--- src/rtl/led_matrix_pkg.sv ---
// led_matrix_pkg: shared matrix geometry, colour codes and PIX_IN field positions.
package led_matrix_pkg;
  localparam int MATRIX_W = 8;
  localparam int MATRIX_H = 16;
  typedef logic [1:0] colour_t;
  localparam colour_t COL_NONE = 2'b00;
  localparam colour_t COL_BAR  = 2'b10;
  localparam colour_t COL_BALL = 2'b01;
  localparam colour_t COL_BOTH = 2'b11;
  localparam int PIX_COL_HI = 9;
  localparam int PIX_COL_LO = 8;
  localparam int PIX_RSV    = 7;
  localparam int PIX_Y_HI   = 6;
  localparam int PIX_Y_LO   = 3;
  localparam int PIX_X_HI   = 2;
  localparam int PIX_X_LO   = 0;
endpackage

--- src/rtl/led_matrix_scan_decoder_led_pixel_store.sv ---
// led_pixel_store: 128-pixel colour/age store with capture, frame-end aging and row read-out.
module led_pixel_store
  import led_matrix_pkg::*;
#(
  parameter int HOLD_FRAMES = 3
) (
  input  logic                         CLK,
  input  logic                         RSTn,
  input  logic [9:0]                   PIX_IN,
  input  logic                         frame_end,
  input  logic [3:0]                   row_sel,
  output colour_t [MATRIX_W-1:0]       row_colour,
  output logic    [MATRIX_W-1:0]       row_lit
);
  localparam int N = MATRIX_W * MATRIX_H;
  colour_t    colour [N];
  logic [2:0] age    [N];
  logic       capture;
  logic [6:0] cap_idx;
  assign capture = PIX_IN[PIX_COL_HI:PIX_COL_LO] != COL_NONE && !PIX_IN[PIX_RSV];
  assign cap_idx = {PIX_IN[PIX_Y_HI:PIX_Y_LO], PIX_IN[PIX_X_HI:PIX_X_LO]};
  // capture takes priority over the frame-end decrement on the same pixel
  always_ff @(posedge CLK) begin
    for (int i = 0; i < N; i++) begin
      if (!RSTn) begin
        colour[i] <= COL_NONE;
        age[i]    <= '0;
      end else if (capture && cap_idx == 7'(i)) begin
        colour[i] <= PIX_IN[PIX_COL_HI:PIX_COL_LO];
        age[i]    <= 3'(HOLD_FRAMES);
      end else if (frame_end && age[i] != '0) begin
        age[i] <= age[i] - 3'd1;
      end
    end
  end
  always_comb begin
    row_colour = '0;
    row_lit    = '0;
    for (int x = 0; x < MATRIX_W; x++) begin
      row_colour[x] = colour[{row_sel, 3'(x)}];
      row_lit[x]    = age[{row_sel, 3'(x)}] != '0;
    end
  end
endmodule

--- src/rtl/led_matrix_scan_decoder.sv ---
// led_matrix_scan_decoder: pixel-command store scanned out to a 16x8 bicolour matrix; LED_SCAN_BLANK_EN adds a per-row blank interval.
module led_matrix_scan_decoder
  import led_matrix_pkg::*;
#(
  parameter int ROW_DWELL    = 2000,
  parameter int HOLD_FRAMES  = 3,
  parameter int BLANK_CYCLES = 50
) (
  input  logic        CLK,
  input  logic        RSTn,
  input  logic [9:0]  PIX_IN,
  output logic [15:0] ROWout,
  output logic [7:0]  COLRout,
  output logic [7:0]  COLGout,
  output logic        FRAME_TICK
);
  localparam logic [15:0] D_LAST = 16'(ROW_DWELL - 1);
  if (ROW_DWELL < 2 || ROW_DWELL > 65535 || HOLD_FRAMES < 1 || HOLD_FRAMES > 7 ||
      BLANK_CYCLES < 0 || BLANK_CYCLES > 65535) begin : g_bad_params
    $error("led_matrix_scan_decoder: parameter out of range");
  end
  logic [3:0]                r;
  logic [15:0]               d;
  logic                      frame_end;
  logic                      blank;
  colour_t [MATRIX_W-1:0]    row_colour;
  logic    [MATRIX_W-1:0]    row_lit;
  logic    [MATRIX_W-1:0]    red;
  logic    [MATRIX_W-1:0]    green;
  assign frame_end = r == 4'(MATRIX_H - 1) && d == D_LAST;
`ifdef LED_SCAN_BLANK_EN
  if (BLANK_CYCLES >= ROW_DWELL) begin : g_bad_blank
    $error("led_matrix_scan_decoder: BLANK_CYCLES must be below ROW_DWELL");
  end
  assign blank = d < 16'(BLANK_CYCLES);
`else
  assign blank = 1'b0;
`endif
  led_pixel_store #(.HOLD_FRAMES(HOLD_FRAMES)) u_store (
    .CLK        (CLK),
    .RSTn       (RSTn),
    .PIX_IN     (PIX_IN),
    .frame_end  (frame_end),
    .row_sel    (r),
    .row_colour (row_colour),
    .row_lit    (row_lit)
  );
  always_comb begin
    red   = '0;
    green = '0;
    for (int x = 0; x < MATRIX_W; x++) begin
      red[x]   = row_lit[x] && |(row_colour[x] & COL_BAR);
      green[x] = row_lit[x] && |(row_colour[x] & COL_BALL);
    end
  end
  always_ff @(posedge CLK) begin
    if (!RSTn) begin
      r          <= '0;
      d          <= '0;
      ROWout     <= '0;
      COLRout    <= '0;
      COLGout    <= '0;
      FRAME_TICK <= 1'b0;
    end else begin
      d          <= d == D_LAST ? '0 : d + 16'd1;
      r          <= d == D_LAST ? r + 4'd1 : r;
      ROWout     <= blank ? '0 : 16'(1) << r;
      COLRout    <= blank ? '0 : red;
      COLGout    <= blank ? '0 : green;
      FRAME_TICK <= frame_end;
    end
  end
endmodule
--- config.mk ---
export PLATFORM = sky130hd
export DESIGN_NAME = led_matrix_scan_decoder
export DESIGN_NICKNAME = d
export VERILOG_FILES = /design/src/rtl/led_matrix_pkg.sv /design/src/rtl/led_matrix_scan_decoder_led_pixel_store.sv /design/src/rtl/led_matrix_scan_decoder.sv
export SDC_FILE = /design/constraint.sdc
export NUM_CORES = 1
export LEC_CHECK = 0
export CAP_MARGIN = 0
export CORE_UTILIZATION = 55
export CTS_CLUSTER_SIZE = 30
export DETAILED_ROUTE_END_ITERATION = 7
export DONT_BUFFER_PORTS = 1
export PLACE_DENSITY = 0.73
export SYNTH_ARGS = -nofsm -noshare
export SYNTH_HDL_FRONTEND = slang
export SYNTH_HIERARCHICAL = 1
export SYNTH_SLANG_ARGS = --single-unit
--- constraint.sdc ---
create_clock -name CLK -period 2.6 [get_ports CLK]
set_clock_uncertainty 0.05 [all_clocks]
set_input_delay 0.52 -clock CLK [delete_from_list [all_inputs] [get_ports CLK]]
set_output_delay 0.52 -clock CLK [all_outputs]
set_load 0.01 [all_outputs]
# After elaboration in Yosys (flattened, before gate mapping)
# Memories as Yosys holds them, arrays and structs flattened. A register that Yosys moved wholly into a read port is not among the register bits.
# Cells that the tools add are included.
dict set report totals {
  reg_bits 53
  ram_bits 640
  inputBits 12
  output_inout_bits 33
  elab_cells 2380
  n_memories 2
}
# memory depth word_bits read_ports rd_ports_with_merged_regs wr line
set memory_table {}
lappend memory_table {u_store.age 128 3 136 8 128 led_matrix_scan_decoder_led_pixel_store.sv:17} ;# logic [2:0] age [N];
lappend memory_table {u_store.colour 128 2 8 8 128 led_matrix_scan_decoder_led_pixel_store.sv:16} ;# colour_t colour [N];
dict set report classes {
  n_addsub 130
  eq_ne 129
  n_shift 1
  muxes 1313
  n_bitwise 385
  reduce_logical 414
}
# operator n
set ops {}
lappend ops {{two-way mux 1 bit} 897}
lappend ops {{two-way mux 3 bit} 256}
lappend ops {{== test 7 bit, second input constant} 64}
lappend ops {{nonzero test 3 bit} 136}
lappend ops {{OR 1 bit} 384}
lappend ops {{subtractor 3 x 1 -> 3 bit, second input constant} 128}
lappend ops {{logical AND 1 bit} 274}
lappend ops {{two-way mux 2 bit} 128}
lappend ops {{== test 7 x 6 -> 1 bit, second input constant} 32}
lappend ops {{two-way mux 7 bit} 32}
lappend ops {{== test 7 x 5 -> 1 bit, second input constant} 16}
lappend ops {{== test 7 x 4 -> 1 bit, second input constant} 8}
lappend ops {{== test 7 x 3 -> 1 bit, second input constant} 4}
lappend ops {{adder 16 x 1 -> 16 bit, second input constant} 1}
lappend ops {{== test 16 x 11 -> 1 bit, second input constant} 1}
lappend ops {{left shift 1 x 4 -> 16 bit, first input constant} 1}
lappend ops {{== test 7 x 2 -> 1 bit, second input constant} 2}
lappend ops {{== test 7 x 1 -> 1 bit, second input constant} 1}
lappend ops {{zero test 7 bit} 1}
lappend ops {{adder 4 x 1 -> 4 bit, second input constant} 1}
lappend ops {{== test 4 bit, second input constant} 1}
lappend ops {{nonzero test 2 bit} 1}
lappend ops {{OR reduction 2 bit} 1}
lappend ops {{zero test 1 bit} 1}
lappend ops {{inverter 1 bit} 1}

# Logic depth before layout (Yosys ltp)
# Gate-level depths: netlist of run 1.
dict set report depth {
  depth_word 8
  ltp_mapped 11
  mapped_depth_nobuf 8
}

# Hierarchy
# The synthesis of run 1 kept the hierarchy.
# module instances cells_each area_each_um2 seq_area_each_um2
set by_module_without_submodules {}
lappend by_module_without_submodules {led_pixel_store 1 3203 35220.0 19218.4}
lappend by_module_without_submodules {led_matrix_scan_decoder 1 181 1835.5 1061.0}

# Worst setup path before layout of run 1
# No wires, ideal clock.
dict set report synth_path {
  path_kind {reg2reg}
  from {register d[13]}
  to {memory u_store.age[83][1], in the netlist u_store/age[10][10], enable pin}
  setup_time_ns 0.334
  arrival_ns 2.355
  t_required_ns 2.216
  slack_ns -0.139
  stages_incl_launch_ff 9
  n_path_buf 3
  synth_period_minus_slack_ns 2.739
  path_cell_list {dfxtp_1 > or4_1 > or4_1 > buf_4 > nor2_1 > inv_1 > clkbuf_1 > clkbuf_1 > o211ai_1}
}
# item line
set synth_lines {}
lappend synth_lines {{start, declared} led_matrix_scan_decoder.sv:23} ;# logic [15:0] d;
lappend synth_lines {{start signal, assigned} led_matrix_scan_decoder.sv:65} ;# d <= d == D_LAST ? '0 : d + 16'd1;
lappend synth_lines {{end, declared} led_matrix_scan_decoder_led_pixel_store.sv:17}

==> results.sh, run 1 <==
export IMPL_status="complete, but fails checks"
export IMPL_violations="setup timing"
export IMPL_yosys_area_share_xor_xnor=0.00355
export IMPL_drt_initial_drc_count=3164
export IMPL_hpwl_mm=64.2
export IMPL_numCtsBuffers=75
export IMPL_synth_area_leaders="edfxtp_1 (52%), ha_1 (8.9%), o21ai_0 (6.3%)"
export IMPL_power_leakage_uw=0.0181
export IMPL_gp_congestion=0.850
export IMPL_endpoint_kind="flip-flop"
export IMPL_route_detailed_wl_per_inst_um=22.9
export IMPL_slowest_stage="or4_4"
export IMPL_seq_area_frac_synth=0.547
export IMPL_timing_final_crit_share=1.04
export IMPL_power_switching_uw=5720
export IMPL_max_freq_mhz=370
export IMPL_die_w_um=262
export IMPL_slowest_delay_ns=0.55
export IMPL_pwr_share_seq=0.509
export IMPL_start_kind="flip-flop"
export IMPL_ys_types=58
export IMPL_clkSinkCount=693
export IMPL_rsz0062_at_grt="yes"
export IMPL_mostFrequentLayoutCells="edfxtp_1 (640), inv_1 (391), nor2_1 (289)"
export IMPL_synth_simple_area_share=0.131
export IMPL_dieArea_sq_um=68400
export IMPL_r2r_end="u_store/age[3][6]"
export IMPL_clkTransAtPathRegs_ns=0.06
export IMPL_arrival_ns=3.12
export IMPL_drc_errors=0
export IMPL_ios=45
export IMPL_via_per_inst=6.37
export IMPL_insertion_delay_ns=0.63
export IMPL_period_needed_ns=2.70
export IMPL_ys_warn_count=6
export IMPL_syn_area_sq_um=37100
export IMPL_power_density_nw_per_um2=592
export IMPL_cap_viol_max_count=0
export IMPL_synth_async_sr_flop_share=0
export IMPL_layout_nets=3773
export IMPL_preCtsSetupSlack_ns=-0.239
export IMPL_antenna_cells=0
export IMPL_synth_top_area_cell="edfxtp_1"
export IMPL_holdPathEnd="u_store/colour[3][6]"
export IMPL_synth_mux_area_frac=0.0500
export IMPL_path_buf_inv=3
export IMPL_slew_viol_final=0
export IMPL_grt_use_total=0.293
export IMPL_synth_seq_cells=693
export IMPL_setup_ws_ns=-0.102
export IMPL_rows=94
export IMPL_utilization=0.652
export IMPL_synthesis_nets=3659
export IMPL_antenna_found_initial=3
export IMPL_synth_top_area_share=0.519
export IMPL_min_delay_start="PIX_IN[8]"
export IMPL_crit_type="flip-flop to flip-flop"
export IMPL_layout_cells_most_common="edfxtp_1"
export IMPL_rr_worst_depth=10
export IMPL_slew_headroom=0.386
export IMPL_worstPathCellList="or4_4 -> or4_4 -> nor2_4 -> buf_12 -> nand2_8 -> buf_12 -> buf_16 -> nor2_2 -> o21ai_2 -> o21ai_1"
export IMPL_syn_area_per_cell_sq_um=11.0
export IMPL_p_clk_frac=0.426
export IMPL_floorplan_initialDensity=0.560
export IMPL_dr_pass1_iters=6
export IMPL_cts_tree="yes"
export IMPL_portBuffers=0
export IMPL_area_growth_pct=16.4
export IMPL_worstMarginPinSlew_ns=0.918
export IMPL_path_depth=10
export IMPL_core_area_sq_um=66200
export IMPL_grt_pass1_wl_mm=154
export IMPL_peakVddDrop_uv=475
export IMPL_synth_compound_area_share=0.114
export IMPL_synth_edf_count=640
export IMPL_hold_depth=1
export IMPL_switching_share=0.224
export IMPL_htreeDepth=3
export IMPL_p_int_uw=19800
export IMPL_path_delay_family="simple AND/OR/NAND/NOR gates"
export IMPL_vias=28200
export IMPL_cts_path_max_buffers=3
export IMPL_synth_fa_ha_area_frac=0.0888
export IMPL_grt_ovfl_total=0
export IMPL_synth_cells=3384
export IMPL_grt_pass1_vias=28600
export IMPL_grt_max_degree=178
export IMPL_critPathRequiredTime_ns=3.02
export IMPL_die_h_um=262
export IMPL_p_comb_frac=0.065
export IMPL_finalWirelength_mm=101
export IMPL_synth_top_family_by_area="simple AND/OR/NAND/NOR gates"
export IMPL_cts_root_buf="clkbuf_16"
export IMPL_r2r_start="d[13]"
export IMPL_hold_path_class="primary input to flip-flop"
export IMPL_final_antenna_net_count=0
export IMPL_ff2ff_setup_slack_ns=-0.10
export IMPL_setup_viol=157
export IMPL_drive_above_1_share=0.189
export IMPL_cp_max_fo=7
export IMPL_synth_ff_type="edfxtp_1"
export IMPL_hold_violations=0
==> synth_stat cells (all sizes together), types with 2 or more instances <==
cell type	count
a2111oi	3
a211o	15
a211oi	17
a21o	3
a21oi	15
a311oi	10
a41oi	21
and2	5
and3	274
buf	60
clkbuf	168
dfxtp	53
edfxtp	640
ha	263
inv	393
mux2i	3
mux4	81
nand2	199
nand2b	6
nand3	26
nand4	5
nor2	331
nor2b	9
nor3	36
nor4	67
nor4b	17
o211ai	19
o21ai	488
o21bai	113
o22ai	2
o32ai	3
o41ai	5
or2	5
or3	2
or4	2
xnor2	13
xor2	2
==> per-stage QoR <==
step	power [uW]	cell area [sq um]	std cells	setup TNS, ns	hold WS [ns]
2_1_floorplan	14100	37100	3384	-0.713	0.379
3_3_place_gp	14500	39300	4260	-1.26	0.443
3_5_place_dp	14700	39300	4260	-17.58	0.465
4_1_cts	25500	42300	4413	-0.465	0.00485
5_1_grt	26300	43100	4423	-26.97	0.0711
6_report	25500	43100	4423	-3.90	0.0831
==> how the worst max path moves through the flow <==
stage	start	end	slack, ns
floorplan	d[11]	u_store/age[5][15]	-0.01
global placement	r[0]	COLRout[3]	-0.26
detailed placement	r[0]	COLRout[3]	-0.24
CTS	d[11]	u_store/age[3][6]	-0.05
global route	d[13]	u_store/age[1][4]	-0.17
finish	d[13]	u_store/age[3][6]	-0.10
==> sequential cells by signal, summed over array words and instances (netlist names) <==
name	flops
u_store/age	384
u_store/colour	256
ROWout	16
d	16
COLGout	8
COLRout	8
r	4
FRAME_TICK	1
==> metal layers <==
metal	GRT usage	routed length, um	vias to the layer above
li1	-	-	12500
met1	0.372	37300	13700
met2	0.493	48600	1611
met3	0.0535	10900	297
met4	0.121	4520	2
met5	0	11	-
==> kinds of logic after synthesis <==
kind of cell             after synthesis
AO/OA/AOI/OAI                        721
XOR/XNOR                              15
adder cells (fa/ha/maj)              263
buffers and inverters                622
flip-flops                           693
multiplexers                          84
AND/OR/NAND/NOR                      986
==> area by class of cell <==
type                    instances  area, sq um
clock inverters                44          454
multi-input cells            2070        15300
flip-flops and latches        693        20300
well taps                     864         1080
fillers                      4759        23100
inverters                     394         1480
clock buffers                  94         2050
repair buffers                264         2450
==> power by group through the flow <==
stage	Sequential (uW)	Combinational, uW	Clock, uW
2_1_floorplan	13100	1000	0
3_3_place_gp	13200	1350	0
3_5_place_dp	13200	1490	0
4_1_cts	13000	1550	11000
5_1_grt	13000	1820	11400
6_report	13000	1660	10900
==> repair_timing <==
item,4_1_cts,5_1_grt
setup buffers,10,6
gates resized for setup,144,414
setup endpoints to repair,635,735
hold buffers,1,1
pin swaps,20,44
gates cloned,4,3
hold endpoints to repair,3,1
Note: power is estimated with default switching activity, not from simulation.
==> run 2: changes to the inputs <==
- CORE_MARGIN: not set -> 1
==> results of run 2 <==
Same layout as run 1: the final DEF is identical, and so are final timing and power.
